### src/rtl/control_fsm_pkg.sv
// control_fsm_pkg: shared encodings for the Titan multi-cycle control sequencer
//   opcodes, R-type functs, aluOp/pcSrc/wbSel encodings and the FSM state type
package control_fsm_pkg;
    localparam int OPBITS    = 4;
    localparam int FUNCTBITS = 4;
    localparam int ALUOPBITS = 4;

    localparam logic [OPBITS-1:0] OP_RTYPE = 4'h0;
    localparam logic [OPBITS-1:0] OP_ADDI  = 4'h1;
    localparam logic [OPBITS-1:0] OP_ANDI  = 4'h2;
    localparam logic [OPBITS-1:0] OP_ORI   = 4'h3;
    localparam logic [OPBITS-1:0] OP_LW    = 4'h4;
    localparam logic [OPBITS-1:0] OP_SW    = 4'h5;
    localparam logic [OPBITS-1:0] OP_BEQ   = 4'h6;
    localparam logic [OPBITS-1:0] OP_BNE   = 4'h7;
    localparam logic [OPBITS-1:0] OP_J     = 4'h8;
    localparam logic [OPBITS-1:0] OP_JAL   = 4'h9;
    localparam logic [OPBITS-1:0] OP_HALT  = 4'hF;

    localparam logic [FUNCTBITS-1:0] FN_ADD = 4'h0;
    localparam logic [FUNCTBITS-1:0] FN_SUB = 4'h1;
    localparam logic [FUNCTBITS-1:0] FN_AND = 4'h2;
    localparam logic [FUNCTBITS-1:0] FN_OR  = 4'h3;
    localparam logic [FUNCTBITS-1:0] FN_XOR = 4'h4;
    localparam logic [FUNCTBITS-1:0] FN_SLL = 4'h5;
    localparam logic [FUNCTBITS-1:0] FN_SRL = 4'h6;
    localparam logic [FUNCTBITS-1:0] FN_SLT = 4'h7;

    // ALU_NOP is what the ALU sees outside EXEC, so ADD is kept distinct from it
    localparam logic [ALUOPBITS-1:0] ALU_NOP = 4'h0;
    localparam logic [ALUOPBITS-1:0] ALU_ADD = 4'h1;
    localparam logic [ALUOPBITS-1:0] ALU_SUB = 4'h2;
    localparam logic [ALUOPBITS-1:0] ALU_AND = 4'h3;
    localparam logic [ALUOPBITS-1:0] ALU_OR  = 4'h4;
    localparam logic [ALUOPBITS-1:0] ALU_XOR = 4'h5;
    localparam logic [ALUOPBITS-1:0] ALU_SLL = 4'h6;
    localparam logic [ALUOPBITS-1:0] ALU_SRL = 4'h7;
    localparam logic [ALUOPBITS-1:0] ALU_SLT = 4'h8;

    localparam logic [1:0] PC_INC    = 2'd0;
    localparam logic [1:0] PC_BRANCH = 2'd1;
    localparam logic [1:0] PC_JUMP   = 2'd2;

    localparam logic [1:0] WB_ALU = 2'd0;
    localparam logic [1:0] WB_MEM = 2'd1;
    localparam logic [1:0] WB_PC  = 2'd2;

    typedef enum logic [2:0] {
        S_START  = 3'd0,
        S_FETCH  = 3'd1,
        S_DECODE = 3'd2,
        S_EXEC   = 3'd3,
        S_MEM    = 3'd4,
        S_WB     = 3'd5,
        S_HALT   = 3'd6
    } state_t;
endpackage

### src/rtl/control_fsm_if.sv
// control_fsm_if: decoder/ALU/memory-handshake bundle of the control sequencer
//   master = sequencer side (takes opCode/functCode/zero/memAck, drives enables)
//   slave  = datapath/memory side
interface control_fsm_if;
    import control_fsm_pkg::*;
    logic [OPBITS-1:0]    opCode;
    logic [FUNCTBITS-1:0] functCode;
    logic                 zero;
    logic                 memAck;
    logic                 memReq;
    logic                 memWe;
    logic                 iorD;
    logic                 irWrite;
    logic                 pcWrite;
    logic [1:0]           pcSrc;
    logic                 regWrite;
    logic                 regDstSel;
    logic [1:0]           wbSel;
    logic                 aluSrcB;
    logic [ALUOPBITS-1:0] aluOp;
    logic                 halted;
    logic                 illegal;
    modport master (
        input  opCode, functCode, zero, memAck,
        output memReq, memWe, iorD, irWrite, pcWrite, pcSrc, regWrite, regDstSel,
               wbSel, aluSrcB, aluOp, halted, illegal
    );
    modport slave (
        output opCode, functCode, zero, memAck,
        input  memReq, memWe, iorD, irWrite, pcWrite, pcSrc, regWrite, regDstSel,
               wbSel, aluSrcB, aluOp, halted, illegal
    );
endinterface

### src/rtl/control_fsm_alu_op_decode.sv
// control_fsm_alu_op_decode: combinational {opCode, functCode} -> {aluOp, aluSrcB, legal}
//   op_i/funct_i in; alu_op_o, alu_src_b_o (1 = immediate), legal_o out
module control_fsm_alu_op_decode
    import control_fsm_pkg::*;
(
    input  logic [OPBITS-1:0]    op_i,
    input  logic [FUNCTBITS-1:0] funct_i,
    output logic [ALUOPBITS-1:0] alu_op_o,
    output logic                 alu_src_b_o,
    output logic                 legal_o
);
    always_comb begin
        alu_op_o    = ALU_NOP;
        alu_src_b_o = 1'b0;
        legal_o     = 1'b1;
        case (op_i)
            OP_RTYPE: begin
                case (funct_i)
                    FN_ADD:  alu_op_o = ALU_ADD;
                    FN_SUB:  alu_op_o = ALU_SUB;
                    FN_AND:  alu_op_o = ALU_AND;
                    FN_OR:   alu_op_o = ALU_OR;
                    FN_XOR:  alu_op_o = ALU_XOR;
                    FN_SLL:  alu_op_o = ALU_SLL;
                    FN_SRL:  alu_op_o = ALU_SRL;
                    FN_SLT:  alu_op_o = ALU_SLT;
                    default: legal_o  = 1'b0;
                endcase
            end
            OP_ADDI, OP_LW, OP_SW: begin
                alu_op_o    = ALU_ADD;
                alu_src_b_o = 1'b1;
            end
            OP_ANDI: begin
                alu_op_o    = ALU_AND;
                alu_src_b_o = 1'b1;
            end
            OP_ORI: begin
                alu_op_o    = ALU_OR;
                alu_src_b_o = 1'b1;
            end
            OP_BEQ, OP_BNE: alu_op_o = ALU_SUB;
            OP_J, OP_JAL, OP_HALT: legal_o = 1'b1;
            default: legal_o = 1'b0;
        endcase
    end
endmodule

### src/rtl/control_fsm.sv
// control_fsm: multi-cycle Titan control sequencer (FETCH/DECODE/EXEC/MEM/WB, halt on HALT/illegal)
//   clk, reset (async, active-high); bus = control_fsm_if.master carrying decoder inputs,
//   ALU zero, memory handshake and all datapath enables
module control_fsm
    import control_fsm_pkg::*;
(
    input logic           clk,
    input logic           reset,
    control_fsm_if.master bus
);
    state_t               state_q, state_d;
    logic [OPBITS-1:0]    op_q, dec_op;
    logic [FUNCTBITS-1:0] funct_q, dec_funct;
    logic                 halted_q, halted_d, illegal_q, illegal_d;
    logic [ALUOPBITS-1:0] dec_alu_op;
    logic                 dec_src_b, dec_legal;

    // One decoder serves both DECODE (live opcode, for legality) and later states (latched opcode)
    assign dec_op    = (state_q == S_DECODE) ? bus.opCode : op_q;
    assign dec_funct = (state_q == S_DECODE) ? bus.functCode : funct_q;

    control_fsm_alu_op_decode u_dec (
        .op_i        (dec_op),
        .funct_i     (dec_funct),
        .alu_op_o    (dec_alu_op),
        .alu_src_b_o (dec_src_b),
        .legal_o     (dec_legal)
    );

    always_ff @(posedge clk or posedge reset) begin
        if (reset) begin
            state_q   <= S_START;
            op_q      <= '0;
            funct_q   <= '0;
            halted_q  <= 1'b0;
            illegal_q <= 1'b0;
        end else begin
            state_q   <= state_d;
            halted_q  <= halted_d;
            illegal_q <= illegal_d;
            if (state_q == S_DECODE) begin
                op_q    <= bus.opCode;
                funct_q <= bus.functCode;
            end
        end
    end

    assign bus.halted  = halted_q;
    assign bus.illegal = illegal_q;

    always_comb begin
        state_d       = state_q;
        halted_d      = halted_q;
        illegal_d     = illegal_q;
        bus.memReq    = 1'b0;
        bus.memWe     = 1'b0;
        bus.iorD      = 1'b0;
        bus.irWrite   = 1'b0;
        bus.pcWrite   = 1'b0;
        bus.pcSrc     = PC_INC;
        bus.regWrite  = 1'b0;
        bus.regDstSel = 1'b0;
        bus.wbSel     = WB_ALU;
        bus.aluSrcB   = 1'b0;
        bus.aluOp     = ALU_NOP;
        case (state_q)
            S_START: state_d = S_FETCH;
            S_FETCH: begin
                bus.memReq  = 1'b1;
                bus.irWrite = bus.memAck;
                bus.pcWrite = bus.memAck;
                state_d     = bus.memAck ? S_DECODE : S_FETCH;
            end
            S_DECODE: begin
                if (!dec_legal) begin
                    state_d   = S_HALT;
                    halted_d  = 1'b1;
                    illegal_d = 1'b1;
                end else if (dec_op == OP_HALT) begin
                    state_d  = S_HALT;
                    halted_d = 1'b1;
                end else if (dec_op == OP_J || dec_op == OP_JAL) begin
                    // PC+1 is still in the PC here, so JAL links it in the same cycle as the jump
                    bus.pcWrite   = 1'b1;
                    bus.pcSrc     = PC_JUMP;
                    bus.regWrite  = dec_op == OP_JAL;
                    bus.regDstSel = dec_op == OP_JAL;
                    bus.wbSel     = (dec_op == OP_JAL) ? WB_PC : WB_ALU;
                    state_d       = S_FETCH;
                end else begin
                    state_d = S_EXEC;
                end
            end
            S_EXEC: begin
                bus.aluOp   = dec_alu_op;
                bus.aluSrcB = dec_src_b;
                if (op_q == OP_BEQ || op_q == OP_BNE) begin
                    bus.pcWrite = (op_q == OP_BEQ) ? bus.zero : !bus.zero;
                    bus.pcSrc   = PC_BRANCH;
                    state_d     = S_FETCH;
                end else begin
                    state_d = (op_q == OP_LW || op_q == OP_SW) ? S_MEM : S_WB;
                end
            end
            S_MEM: begin
                bus.memReq = 1'b1;
                bus.iorD   = 1'b1;
                bus.memWe  = op_q == OP_SW;
                if (bus.memAck) state_d = (op_q == OP_LW) ? S_WB : S_FETCH;
            end
            S_WB: begin
                bus.regWrite = 1'b1;
                bus.wbSel    = (op_q == OP_LW) ? WB_MEM : WB_ALU;
                state_d      = S_FETCH;
            end
            S_HALT: state_d = S_HALT;
            default: state_d = S_START;
        endcase
    end
endmodule

### src/flat_wrapper.sv
// flat-port wrapper written by rule: the top's interface ports become plain ports
module control_fsm_flat import control_fsm_pkg::*;
  (clk, reset, bus_opCode, bus_functCode, bus_zero, bus_memAck, bus_memReq, bus_memWe, bus_iorD, bus_irWrite, bus_pcWrite, bus_pcSrc, bus_regWrite, bus_regDstSel, bus_wbSel, bus_aluSrcB, bus_aluOp, bus_halted, bus_illegal);
  control_fsm_if bus_i ();
  input logic clk;
  input logic reset;
  input wire logic [$bits(bus_i.opCode)-1:0] bus_opCode;
  input wire logic [$bits(bus_i.functCode)-1:0] bus_functCode;
  input wire logic [$bits(bus_i.zero)-1:0] bus_zero;
  input wire logic [$bits(bus_i.memAck)-1:0] bus_memAck;
  output wire logic [$bits(bus_i.memReq)-1:0] bus_memReq;
  output wire logic [$bits(bus_i.memWe)-1:0] bus_memWe;
  output wire logic [$bits(bus_i.iorD)-1:0] bus_iorD;
  output wire logic [$bits(bus_i.irWrite)-1:0] bus_irWrite;
  output wire logic [$bits(bus_i.pcWrite)-1:0] bus_pcWrite;
  output wire logic [$bits(bus_i.pcSrc)-1:0] bus_pcSrc;
  output wire logic [$bits(bus_i.regWrite)-1:0] bus_regWrite;
  output wire logic [$bits(bus_i.regDstSel)-1:0] bus_regDstSel;
  output wire logic [$bits(bus_i.wbSel)-1:0] bus_wbSel;
  output wire logic [$bits(bus_i.aluSrcB)-1:0] bus_aluSrcB;
  output wire logic [$bits(bus_i.aluOp)-1:0] bus_aluOp;
  output wire logic [$bits(bus_i.halted)-1:0] bus_halted;
  output wire logic [$bits(bus_i.illegal)-1:0] bus_illegal;
  assign bus_i.opCode = bus_opCode;
  assign bus_i.functCode = bus_functCode;
  assign bus_i.zero = bus_zero;
  assign bus_i.memAck = bus_memAck;
  assign bus_memReq = bus_i.memReq;
  assign bus_memWe = bus_i.memWe;
  assign bus_iorD = bus_i.iorD;
  assign bus_irWrite = bus_i.irWrite;
  assign bus_pcWrite = bus_i.pcWrite;
  assign bus_pcSrc = bus_i.pcSrc;
  assign bus_regWrite = bus_i.regWrite;
  assign bus_regDstSel = bus_i.regDstSel;
  assign bus_wbSel = bus_i.wbSel;
  assign bus_aluSrcB = bus_i.aluSrcB;
  assign bus_aluOp = bus_i.aluOp;
  assign bus_halted = bus_i.halted;
  assign bus_illegal = bus_i.illegal;
  control_fsm u_core (.clk(clk), .reset(reset), .bus(bus_i));
endmodule
### config.mk
export PLATFORM = sky130hd
export DESIGN_NAME = control_fsm_flat
export DESIGN_NICKNAME = d
export VERILOG_FILES = /design/src/rtl/control_fsm_pkg.sv /design/src/rtl/control_fsm_if.sv /design/src/rtl/control_fsm_alu_op_decode.sv /design/src/rtl/control_fsm.sv /design/src/flat_wrapper.sv
export SDC_FILE = /design/constraint.sdc
export NUM_CORES = 1
export LEC_CHECK = 0
export CAP_MARGIN = 20
export CORE_ASPECT_RATIO = 0.7
export CORE_MARGIN = 3
export CORE_UTILIZATION = 34
export CTS_BUF_LIST = sky130_fd_sc_hd__clkbuf_8
export DETAILED_ROUTE_END_ITERATION = 10
export GPL_ROUTABILITY_DRIVEN = 1
export MAX_ROUTING_LAYER = met4
export PLACE_DENSITY = 0.65
export SLEW_MARGIN = 20
export SYNTH_ARGS = -nofsm -noshare
export SYNTH_HDL_FRONTEND = slang
export SYNTH_HIERARCHICAL = 1
export SYNTH_SLANG_ARGS = --single-unit
### constraint.sdc
create_clock -name clk -period 3.9 [get_ports clk]
set_input_delay 0.39 -clock clk [delete_from_list [all_inputs] [get_ports clk]]
set_output_delay 0.39 -clock clk [all_outputs]
set_load 0.01 [all_outputs]
==> metrics.log <==
[metrics] number of sinks handled by clock tree synthesis: 13
[metrics] Final Setup Violations: 0
[metrics] Metal-1 WL: 1180 µm
[metrics] Post-Synth Adder-Cell Area: 0
[metrics] kind of capture point of the worst setup path: output port
[metrics] average via count per standard cell: 5.14
[metrics] Inst Count DP: 153
[metrics] final global-route overflow total: 0
[metrics] Power Internal: 0.572 mW
[metrics] most common library cell in the layout ignoring fill and taps: sky130_fd_sc_hd__clkdlybuf4s50_1
[metrics] Total Die Area: 3340 µm²
[metrics] power spent charging and discharging nets: 0.385 mW
[metrics] routed length on met3: 173 µm
[metrics] vias post-DR: 807
[metrics] via count of the first global-routing pass: 727
[metrics] number of buffers inserted during clock tree synthesis: 3
[metrics] overall global routing resource usage: 0.155
[metrics] simple logic cell fraction of the synthesized area: 0.290
[metrics] transition time of the tightest slew-check pin: 0.526 ns
[metrics] post-synthesis sequential area ratio: 0.358
[metrics] syn_area_per_cell: 9.89 µm²
[metrics] top metal layer carrying routed signals: met3
[metrics] highest achievable clock rate: 273 MHz
[metrics] final cell count without fillers: 157
[metrics] predominant post-synthesis flop cell: sky130_fd_sc_hd__dfrtp_1
[metrics] Starting Density: 0.364
[metrics] hold-fix buffer count after cts: 0
[metrics] final weighted congestion in routability-driven placement: 0.861
[metrics] worst vdd rail ir drop: 0.354 mV
[metrics] length of the first detailed-routing pass in iterations: 4
[metrics] unrepaired setup endpoints after global routing: no
[metrics] relative area change from synthesis to final layout: 40.9%
[metrics] number of distinct library cells after synthesis: 41
[metrics] critical path class: reg2out
[metrics] largest net degree at the start of global routing: 15
[metrics] final-stage net count: 136
[metrics] Async SR Flop Fraction: 1.00
[metrics] ratio of final minimum period to clock period: 0.939
[metrics] switching power as a share of total power: 0.403
[metrics] combinational fraction of design power: 0.621
[metrics] maximum fanout count along the critical path: 11
[metrics] DR DRC count: 0
[metrics] number of antenna violations at the first check in global routing: 0
[metrics] clock slew seen by the registers of the worst setup and hold paths: 0.06 ns
[metrics] detailed router's first-iteration violation count: 40
[metrics] number of rows created at floorplan: 15
[metrics] largest family of logic cells by synthesized area: simple AND/OR/NAND/NOR gates
[metrics] fraction of synthesized area in multiplexers: 0.128
[metrics] signal arrival time at the worst endpoint: 3.27 ns
[metrics] global-route wire length before repair: 3800 µm
[metrics] result of the run: completed
[metrics] min Tclk post-route: 3.66 ns
[metrics] sum of negative setup slack: 0 ns
[metrics] IO Count: 30
[metrics] total of flip-flops plus latches after synthesis: 13
[metrics] required arrival time at the worst endpoint: 3.51 ns
[metrics] cell area power density: 747 nW/µm²
[metrics] area share of xor/xnor cells in the synthesized design: 0.0385
[metrics] share of post-route cells with drive strength above 1: 0.171
[metrics] post-synth design cell area: 910 µm²
[metrics] CTS H-Tree Depth: 1
[metrics] number of nets with antenna violations after routing: 0
[metrics] post-synthesis net count: 104
[metrics] area of the core: 2500 µm²
[metrics] maximum capacitance violations: 0
[metrics] overall die width: 67.8 µm
[metrics] clock tree from TritonCTS: built
[metrics] Detail Placement HPWL: 1740 µm
[metrics] proportion of power drawn by the clock network: 0.126
[metrics] total of warnings raised by yosys: 6
[metrics] highest-count cells in the layout ignoring fill and taps: 29 x sky130_fd_sc_hd__clkdlybuf4s50_1, 13 x sky130_fd_sc_hd__dfrtp_1, 7 x sky130_fd_sc_hd__nor2_1, 7 x sky130_fd_sc_hd__mux2_4, 6 x sky130_fd_sc_hd__and3_1
[metrics] register share of total power: 0.252
[metrics] compound-gate portion of the synthesized area: 0.143
[metrics] Die Height: 49.3 µm
[metrics] number of cells produced by synthesis: 92
[metrics] sort of element at the start of the critical path: flip-flop
[metrics] clock insertion delay at the later pin of the skew report: 0.24 ns
[metrics] sum of met2 wire segment lengths after detailed routing: 918 µm
[metrics] Max Transition Viols Final: 0
[metrics] CTS root buf: sky130_fd_sc_hd__clkbuf_8
[metrics] number of flops mapped to enable cells by yosys: 0
[metrics] mean routed wirelength per cell: 14.5 µm
[metrics] Final Hold Violating Endpoints: 0
[metrics] count of input and output buffers: 29
[metrics] leakage power: 0.545 nW
[metrics] Max-Slew Margin vs Limit: 0.649
[metrics] number of diodes: 0
[metrics] final worst clock skew: 0.00129 ns
[metrics] classification of the worst-slack hold path: in2async
[metrics] largest buffer count on any clock path: 2
[metrics] final wirelength: 2270 µm
[critical path: stages (launching register included)]
cell and delay [ns]:
sky130_fd_sc_hd__dfrtp_1 0.46, sky130_fd_sc_hd__or3b_4 0.51, sky130_fd_sc_hd__mux2_2 0.34, sky130_fd_sc_hd__nor4b_2 0.16, sky130_fd_sc_hd__a21oi_1 0.16, sky130_fd_sc_hd__a2bb2oi_2 0.22
sky130_fd_sc_hd__nor2b_2 0.21, sky130_fd_sc_hd__and4_1 0.28, sky130_fd_sc_hd__a22o_1 0.14, sky130_fd_sc_hd__clkdlybuf4s50_1 0.53
[timing repair]
item,in CTS,in global routing
setup buffers,0,0
setup endpoints to repair,0,5
gates resized for setup,0,2
[power by group through the flow]
stage | registers [mW] | logic [mW] | clock network [mW]
6_report | 0.242 | 0.595 | 0.121
5_1_grt | 0.250 | 0.647 | 0.135
4_1_cts | 0.239 | 0.577 | 0.124
3_5_place_dp | 0.242 | 0.572 | 0
3_3_place_gp | 0.241 | 0.571 | 0
2_1_floorplan | 0.234 | 0.418 | 0
[state kept, by name, summed over array words and instances, names as in the netlist]
| signal | flops |
|---|---|
| u_core/bus.halted | 1 |
| u_core/state_q | 3 |
| u_core/bus.illegal | 1 |
| u_core/funct_q | 4 |
| u_core/op_q | 4 |
[metrics by stage]
stage	hold WS (ns)	total power, mW	setup WS [ns]	cell area (µm²)	utilization
after CTS	0.486	0.940	0.117	1270	0.510
after global placement	0.456	0.812	0.494	1230	0.491
final	0.473	0.957	0.237	1280	0.513
after floorplan	0.267	0.651	1.02	910	-
after global routing	0.513	1.03	0.0268	1280	0.513
after detailed placement	0.466	0.814	0.403	1230	0.491
[worst paths after layout]
check / from / cells after the start / slack (ns) / end
hold reg to reg: u_core/bus.halted / 1 / 0.48 / u_core/bus.halted
max in group asynchronous: reset / 2 / 3.09 / u_core/state_q[2]
hold / removal: reset / 2 / 0.47 / u_core/bus.halted
setup reg to reg: u_core/state_q[2] / 8 / 1.33 / u_core/state_q[2]
min in group clk: u_core/bus.halted / 1 / 0.48 / u_core/bus.halted
setup / recovery: u_core/state_q[2] / 9 / 0.24 / bus_regWrite
[final cells by class]
type                       count  area [µm²]
tap                           34        42.5
inverter                       2        7.51
clock inverter                 1        5.00
fill                         226        1210
timing repair buffer          31         305
multi-input combinational     73         554
clock buffer                   3        41.3
sequential                    13         325
[cells in the mapped netlist, drive strengths merged, types with 2 or more instances]
cell type  instances  area, µm²
a211oi             2       15.0
a21oi              4       20.0
and2               2       12.5
and3               6       37.5
and3b              2       17.5
buf                3       27.5
dfrtp             13        325
inv                2       7.51
mux2               8        116
nand2              4       15.0
nand2b             4       25.0
nand3              2       10.0
nor2               7       26.3
nor2b              3       18.8
nor3               2       15.0
nor3b              2       15.0
o21ai              3       15.0
o22ai              2       12.5
or3b               2       20.0
xor2               3       26.3
[layer usage]
metal	track usage	vias to the layer above
li1	-	396
met1	0.240	381
met2	0.191	30
met3	0.0553	0
met4	0.0231	0
met5	-	-
[cells by family (layout without fill, tap and decap cells)]
family | Yosys count | in the layout
and+or+nand+nor | 42 | 42
AOI/OAI and AO/OA | 19 | 19
DFF | 13 | 13
muxes | 8 | 8
buffers and inverters | 6 | 37
xor gates and xnor gates | 4 | 4
Power figures use the tool's default switching activity.
